## config.mk

```make
export PLATFORM = sky130hd
export DESIGN_NAME = alu_multibyte_sequencer
export DESIGN_NICKNAME = d
export VERILOG_FILES = /design/src/rtl/alu_multibyte_sequencer.sv
export SDC_FILE = /design/constraint.sdc
export NUM_CORES = 1
export LEC_CHECK = 0
export CELL_PAD_IN_SITES_DETAIL_PLACEMENT = 2
export CELL_PAD_IN_SITES_GLOBAL_PLACEMENT = 2
export CORE_MARGIN = 2
export CORE_UTILIZATION = 25
export DETAILED_ROUTE_END_ITERATION = 8
export GPL_TIMING_DRIVEN = 0
export PLACE_DENSITY_LB_ADDON = 0.1
export SYNTH_ARGS = -nofsm -noshare
export SYNTH_HDL_FRONTEND = slang
export SYNTH_SLANG_ARGS = --single-unit
```

## constraint.sdc

```tcl
create_clock -name clk -period 1.9 [get_ports clk]
set_input_delay 0.38 -clock clk [delete_from_list [all_inputs] [get_ports clk]]
set_output_delay 0.38 -clock clk [all_outputs]
set_load 0.005 [all_outputs]
```

## src/rtl/alu_multibyte_sequencer.sv

```systemverilog
`default_nettype none
// ============================================================================
// Module   : alu_multibyte_sequencer
// Function : Steps a shared 8-bit 74181 ALU pair across a multi-byte operand,
//            LSB first, chaining carry between bytes. Optional completed-op
//            counter is built when ALU_SEQ_OPCNT_EN is defined.
// Revision : 1.0
// ============================================================================
module alu_multibyte_sequencer #(
    parameter int NUM_BYTES     = 4,
    parameter int SETTLE_CYCLES = 0
) (
    input  logic                          clk,
    input  logic                          rst_n,
    input  logic                          ena,
    input  logic                          req_valid,
    output logic                          req_ready,
    input  logic [3:0]                    req_s,
    input  logic                          req_m,
    input  logic                          req_cin,
    input  logic [$clog2(NUM_BYTES)-1:0]  req_len,
    input  logic [8*NUM_BYTES-1:0]        req_a,
    input  logic [8*NUM_BYTES-1:0]        req_b,
    output logic [7:0]                    alu_a,
    output logic [7:0]                    alu_b,
    output logic [3:0]                    alu_s,
    output logic                          alu_m,
    output logic                          alu_cn,
    input  logic [7:0]                    alu_f,
    input  logic                          alu_cout,
    input  logic                          alu_equal,
    output logic                          rsp_valid,
    input  logic                          rsp_ready,
    output logic [8*NUM_BYTES-1:0]        rsp_f,
    output logic                          rsp_cout,
    output logic                          rsp_equal,
    output logic                          busy,
    output logic [15:0]                   op_count
);

    localparam int         IDX_W    = $clog2(NUM_BYTES);
    localparam logic [3:0] C_SETTLE = 4'(SETTLE_CYCLES);

    typedef enum logic [1:0] {
        ST_IDLE = 2'd0,
        ST_RUN  = 2'd1,
        ST_DONE = 2'd2
    } state_t;

    state_t                     r_state;
    state_t                     w_state_next;
    logic [IDX_W-1:0]           r_idx;
    logic [IDX_W-1:0]           r_len;
    logic [IDX_W-1:0]           w_len_clamped;
    logic [3:0]                 r_wait;
    // Byte 0 goes straight to the ALU drive at accept; only upper bytes are kept.
    logic [8*(NUM_BYTES-1)-1:0] r_a_hi;
    logic [8*(NUM_BYTES-1)-1:0] r_b_hi;
    logic                       r_eq;
    logic                       w_req_fire;
    logic                       w_capture;
    logic                       w_last;

    assign w_req_fire = (r_state == ST_IDLE) && req_valid;
    assign w_capture  = (r_state == ST_RUN) && (r_wait == 4'd0);
    assign w_last     = (r_idx == r_len);

    generate
        if ((1 << IDX_W) > NUM_BYTES) begin : g_len_clamp
            localparam logic [IDX_W-1:0] C_MAX_LEN = IDX_W'(NUM_BYTES - 1);
            assign w_len_clamped = (req_len > C_MAX_LEN) ? C_MAX_LEN : req_len;
        end else begin : g_len_direct
            assign w_len_clamped = req_len;
        end
    endgenerate

    always_ff @(posedge clk or negedge rst_n) begin
        if (!rst_n) begin
            r_state <= ST_IDLE;
        end else if (ena) begin
            r_state <= w_state_next;
        end
    end

    always_comb begin
        w_state_next = r_state;
        case (r_state)
            ST_IDLE: if (req_valid)             w_state_next = ST_RUN;
            ST_RUN:  if (w_capture && w_last)   w_state_next = ST_DONE;
            ST_DONE: if (rsp_ready)             w_state_next = ST_IDLE;
            default:                            w_state_next = ST_IDLE;
        endcase
    end

    // Handshakes only take effect on cycles where ena is high.
    assign req_ready = (r_state == ST_IDLE);
    assign rsp_valid = (r_state == ST_DONE);
    assign busy      = (r_state != ST_IDLE);
    assign rsp_equal = r_eq;

    always_ff @(posedge clk or negedge rst_n) begin
        if (!rst_n) begin
            r_idx    <= '0;
            r_len    <= '0;
            r_wait   <= 4'd0;
            r_a_hi   <= '0;
            r_b_hi   <= '0;
            r_eq     <= 1'b0;
            alu_a    <= 8'd0;
            alu_b    <= 8'd0;
            alu_s    <= 4'd0;
            alu_m    <= 1'b0;
            alu_cn   <= 1'b1;
            rsp_f    <= '0;
            rsp_cout <= 1'b0;
        end else if (ena) begin
            if (w_req_fire) begin
                r_a_hi <= req_a[8*NUM_BYTES-1:8];
                r_b_hi <= req_b[8*NUM_BYTES-1:8];
                r_len  <= w_len_clamped;
                r_idx  <= '0;
                r_wait <= C_SETTLE;
                r_eq   <= 1'b1;
                alu_a  <= req_a[7:0];
                alu_b  <= req_b[7:0];
                alu_s  <= req_s;
                alu_m  <= req_m;
                alu_cn <= req_cin;
                rsp_f  <= '0;
            end else if (r_state == ST_RUN) begin
                if (!w_capture) begin
                    r_wait <= r_wait - 4'd1;
                end else begin
                    rsp_f[8*r_idx +: 8] <= alu_f;
                    r_eq                <= r_eq & alu_equal;
                    alu_cn              <= alu_cout;
                    if (w_last) begin
                        rsp_cout <= alu_cout;
                    end else begin
                        // Upper-byte store is offset by one, so r_idx selects byte r_idx+1.
                        r_idx  <= r_idx + IDX_W'(1);
                        r_wait <= C_SETTLE;
                        alu_a  <= r_a_hi[8*r_idx +: 8];
                        alu_b  <= r_b_hi[8*r_idx +: 8];
                    end
                end
            end
        end
    end

`ifdef ALU_SEQ_OPCNT_EN
    logic        w_rsp_fire;
    logic [15:0] r_op_count;

    assign w_rsp_fire = (r_state == ST_DONE) && rsp_ready;

    always_ff @(posedge clk or negedge rst_n) begin
        if (!rst_n) begin
            r_op_count <= 16'd0;
        end else if (ena && w_rsp_fire) begin
            r_op_count <= r_op_count + 16'd1;
        end
    end

    assign op_count = r_op_count;
`else
    assign op_count = 16'd0;
`endif

endmodule
`default_nettype wire
```

[After elaboration in Yosys (flattened, before gate mapping)]
Index checks and enable logic that the tools add are counted.
Operators by class
  $add $sub $neg: 3
  equal/unequal tests: 8
  shift operators: 4
  multiplexer cells: 30
  bitwise gates (word level): 2
  reductions and logical operators: 14
Operator list (count)
  $mux 32: 3
  $mux 8: 8
  $shiftx 24x6->8: 2
  $neg 5->34: 1
  $shift 8x34->32 const A: 1
  $shiftx 8x34->32: 1
  $bwmux 32: 1
  $mux 4: 4
  $mux 2: 7
  $reduce_and 4->1: 2
  $mux 1: 6
  $ne 2x2->1 const B: 3
  $pmux 2 s3: 1
  $reduce_and 3->1: 2
  $reduce_bool 2->1: 3
  $reduce_and 5->1: 1
  $logic_not 4->1: 1
  $sub 4x1->4 const B: 1
  $logic_and 1x1->1: 3
  $ne 3x3->1 const B: 1
  $add 2x1->2 const B: 1
  $eq 2x1->1 const B: 1
  $eq 2x2->1: 1
  $eq 2x2->1 const B: 1
  5 further kinds: 5
Storage, ports and cells
  register bits after elaboration: 114
  bits of input ports: 87
  output and inout port bits: 75
  logic and storage cells: 75

[Longest topological paths before layout]
  word-level depth: 6
  gate-level depth with buffers: 8

[Worst setup path after synthesis]
No wires, ideal clock.
  path kind: register to register
  start point: register r_idx[1]
  end point: register rsp_f[10]
  library setup time: 0.083 ns
  arrival time: 1.984 ns
  slack: -0.167 ns
  stages on the path, launching flop included: 8
  clock period less this slack: 2.067 ns
  cell sequence: dfrtp_1 > clkinv_1 > clkbuf_1 > ha_1 > nand3_1 > nor3_1 > nand2_1 > o21ai_0
Between the ends
  word-level cells in the longest chain between the ends: 6
  elaborated cells on any way between the ends: 7
Ends and longest elaborated chain
  start, declared: RTL line 52  | logic [IDX_W-1:0] r_idx;
  start signal, assigned: RTL line 141  | r_idx <= r_idx + IDX_W'(1);
  $neg 5->34 (*): RTL line 134  | rsp_f[8*r_idx +: 8] <= alu_f;
  $shiftx 8x34->32 / $shift 8x34->32 (equally long branches): RTL line 134
  $bwmux 32 (*): RTL line 134
  $mux 32 (*): RTL line 131  | if (!w_capture) begin
  $mux 32 (*): RTL line 130  | end else if (r_state == ST_RUN) begin
  $mux 32 (*): RTL line 117  | if (w_req_fire) begin
  end signal, assigned by index: RTL line 134
  end, declared: RTL line 34  | output logic [8*NUM_BYTES-1:0] rsp_f,
Mark *: on every way between the ends. The rest lies on a longest branch, timed or not. The select of a mux whose other input is x is not followed.
A chain may end at the register's enable or synchronous reset.

[Worst setup path in the final report]
  start point: register r_wait[0]
  end point: register rsp_f[25]
Between the ends
  word-level cells in the longest chain between the ends: 4
Ends and longest elaborated chain
  start, declared: RTL line 55  | logic [3:0] r_wait;
  start signal, assigned: RTL line 132  | r_wait <= r_wait - 4'd1;
  $logic_not 4->1: RTL line 65  | assign w_capture = (r_state == ST_RUN) && (r_wait == 4'd0);
  $logic_and 1x1->1: RTL line 65
  $reduce_bool 2->1 (no line)
  $reduce_and 3->1 (no line)
No other way between the ends.

==> results.toml <==
[run_status]
run_status = "complete, no violations"

[layout]
flow.area_growth_from_synthesis_pct = 54.6
final_core_util_pct = 39.0
drive_gt1_share_pct = 17.7
finalNonFillerCells = 1044
layout.nets = 850
antenna-diode-count = 0

[clock_tree]
clockRootBuffer = "clkbuf_16"
cts.sinks = 114
cts_max_level = 4
cts.reportedPaths.clkPinSlew_ns = 0.05
clock_path_buffers = 2
cts_bufs_inserted = 17
tritoncts = "done"
clock_insertion_delay_worst_skew_ns = 0.42

[sta]
finalHoldViolations = 0
rsz0062_at_grt = "yes"
fmax_ghz = 0.526
tns_ns = 0
timing.clock.skew_ns = 0.0131
min_period_over_period_pct = 100
worst-slew-pin-transition_ns = 0.547
whs_ns = 0.309
slew-limit-headroom_pct = 63.5
period_needed_ns = 1.90
setup_viol = 0
maxSlewViolCount = 0

[synth]
number_of_flops_mapped_to_enable_cells_by_yosys = 0
most_common_cell_in_the_synthesized_netlist = "nand2_1"
post_synthesis_cells = 559
synth-async-reset-ratio_pct = 100
synth.yosys.seq_area_share_pct = 54.4
yosysUniqueCellTypes = 40
ys_top_cells_by_count = "nand2_1 (224), dfrtp_1 (113), o21ai_0 (43)"
synthesis.yosys.warnings = 0
synthTopCellsByArea = "dfrtp_1 (54%), nand2_1 (16%), o21ai_0 (4.1%), mux2_2 (3.6%), mux2i_1 (3.2%)"
synth_top_cell_area_share_pct = 53.9
synth.ff_latch_count = 114
flip_flop_cell_with_the_highest_count_after_synthesis = "dfrtp_1"
avgSynthCellArea_um2 = 9.39
synth_area_leader_cell = "dfrtp_1"
syn-cell-area_mm2 = 0.00525

[worst_setup_path]
timing.critical_path.arrival_ns = 2.23
critPathSlowestCell = "dfrtp_1"
criticalPathCategory = "register to register"
crit_path_max_fanout = 10
critPathMaxStageDelay_ns = 0.40
critical_path.endpoint_type = "register"
cp.required_ns = 2.23
critPathLaunchType = "register"
timing.critical_path.cells = "inv_2 > ha_4 > nor3b_4 > buf_6 > a31oi_2 > clkbuf_4 > nand2_1 > o21ai_1"
reg2reg_setup_slack_ns = 0.0003

[global_routing]
grt_first_pass_wirelength_um = 29300
grt.busiest_layer = "met2"
grt_antenna_before_repair = 0
number_of_global_route_vias_before_repair = 5229
grt_overflow = 0
grt.met1_usage_pct = 21.7
globalRouteMet2Util_pct = 29.5
overall_global_routing_resource_usage_pct = 17.4
grt_util_met3_pct = 5.17
pin_count_of_the_biggest_net_entering_global_routing = 67

[routing]
drt_drc_violations_left = 0
wl_um = 18700
via_count = 4720
dr.pass1.iters = 4
route.detailed.vias_per_inst = 4.52
ant_nets = 0
avgRoutedWirePerCell_um = 17.9
initialDrtViolationCount = 147

[floorplan]
die_width_um = 149
core.rowCount = 53
design.core.area_mm2 = 0.0208
floorplan.initialDensity_pct = 25.2
design.die.area_mm2 = 0.0222
ioPinCount = 162
dieHeight_um = 149

[power_and_ir_drop]
ir_worst_vdd_uv = 652
cellLeakagePower_nw = 3.74
power_density_mw_per_mm2 = 1520
post-layout-total-power_mw = 12.3

[place]
globalplace.congestion = 0.720
dp_cells = 994
placement.io_buffers = 144
dp_hpwl_um = 13300

[flow_run]
drv.max_cap_violation_count = 0

[min_path]
hold_path.class = "primary input to register"
==> final cells by class <==
| type | count | area (um^2) |
|---|---|---|
| well taps | 275 | 344 |
| fillers | 2291 | 12700 |
| clock inverters | 6 | 80.1 |
| plain buffers | 44 | 332 |
| inverters | 22 | 91.3 |
| flip-flops and latches | 114 | 2860 |
| multi-input cells | 393 | 2290 |
| clock buffers | 25 | 475 |
| repair buffers | 165 | 1650 |
==> metrics by stage <==
stage,instance area (um^2),setup slack (ns)
finish,8120,0.000301
global route,8120,-0.114
CTS,7970,-0.00795
detailed placement,7150,-0.657
global placement,7120,-4.38
floorplan,5340,0.0292
==> layout by cell type (no fill, tap or decap), drive strengths merged, types with 17 or more instances in the layout <==
cell,synthesis,final
nand2,224,224
clkdlybuf4s50,0,139
dfrtp,113,113
buf,33,52
o21ai,48,48
clkbuf,12,38
inv,21,20
mux2,17,17
mux2i,17,17
==> final timing paths <==
| check | from | endpoint | cells after the start |
|---|---|---|---|
| hold / removal | ena | alu_cn | 3 |
| setup reg to reg | r_wait[0] | rsp_f[25] | 8 |
| setup / recovery | r_wait[0] | rsp_f[25] | 8 |
| hold reg to reg | r_a_hi[9] | r_a_hi[9] | 2 |
| min in group asynchronous | rst_n | rsp_f[14] | 2 |
| max in group asynchronous | rst_n | r_idx[0] | 3 |
==> worst max-delay path: cells and delay by family, from the launching register on <==
kind                     cells  cell delay [ns]
adder cells (fa/ha/maj)      1             0.17
AO/OA/AOI/OAI                2             0.50
flip-flops                   1             0.40
buffers and inverters        3             0.50
AND/OR/NAND/NOR              2             0.24
==> state kept, by name, indices dropped and copies added, names as in the netlist <==
signal     count
rsp_f         32
r_a_hi        24
r_b_hi        24
alu_a          8
alu_b          8
alu_s          4
r_wait         4
r_idx          2
r_len          2
r_state        2
alu_cn         1
alu_m          1
rsp_cout       1
rsp_equal      1
==> logic make-up after synthesis <==
kind of cell               count (synthesis)  share of synthesized area [%]
AOI/OAI and AO/OA                         83                           10.5
xor gates and xnor gates                   2                          0.334
adders and majority gates                  6                           1.43
buffers and inverters                     67                           6.32
DFF                                      114                           54.4
muxes                                     34                           6.89
other                                      1                         0.0714
and+or+nand+nor                          252                           20.1
==> power by group <==
group          leakage, nW  internal [mW]  switching, mW
logic                 2.01           2.63           2.61
clock network        0.275           1.98           1.11
registers             1.46           3.42          0.585
==> layer usage <==
metal  part of all wire (%)  vias up  wire [um]
met5                      0        -          0
met4                    1.3        0        247
met3                    5.1       18        951
met2                     50      112       9410
met1                     43     2381       8070
li1                       -     2209          -
==> repair_timing <==
action	4_1_cts	5_1_grt
endpoints found under the setup margin	99	61
endpoints found under the hold margin	48	0
resized for setup	50	37
cloned	0	0
hold buffers	1	0
pin swaps	4	9
buffers inserted	11	9
Note: power is estimated with default switching activity, not from simulation.
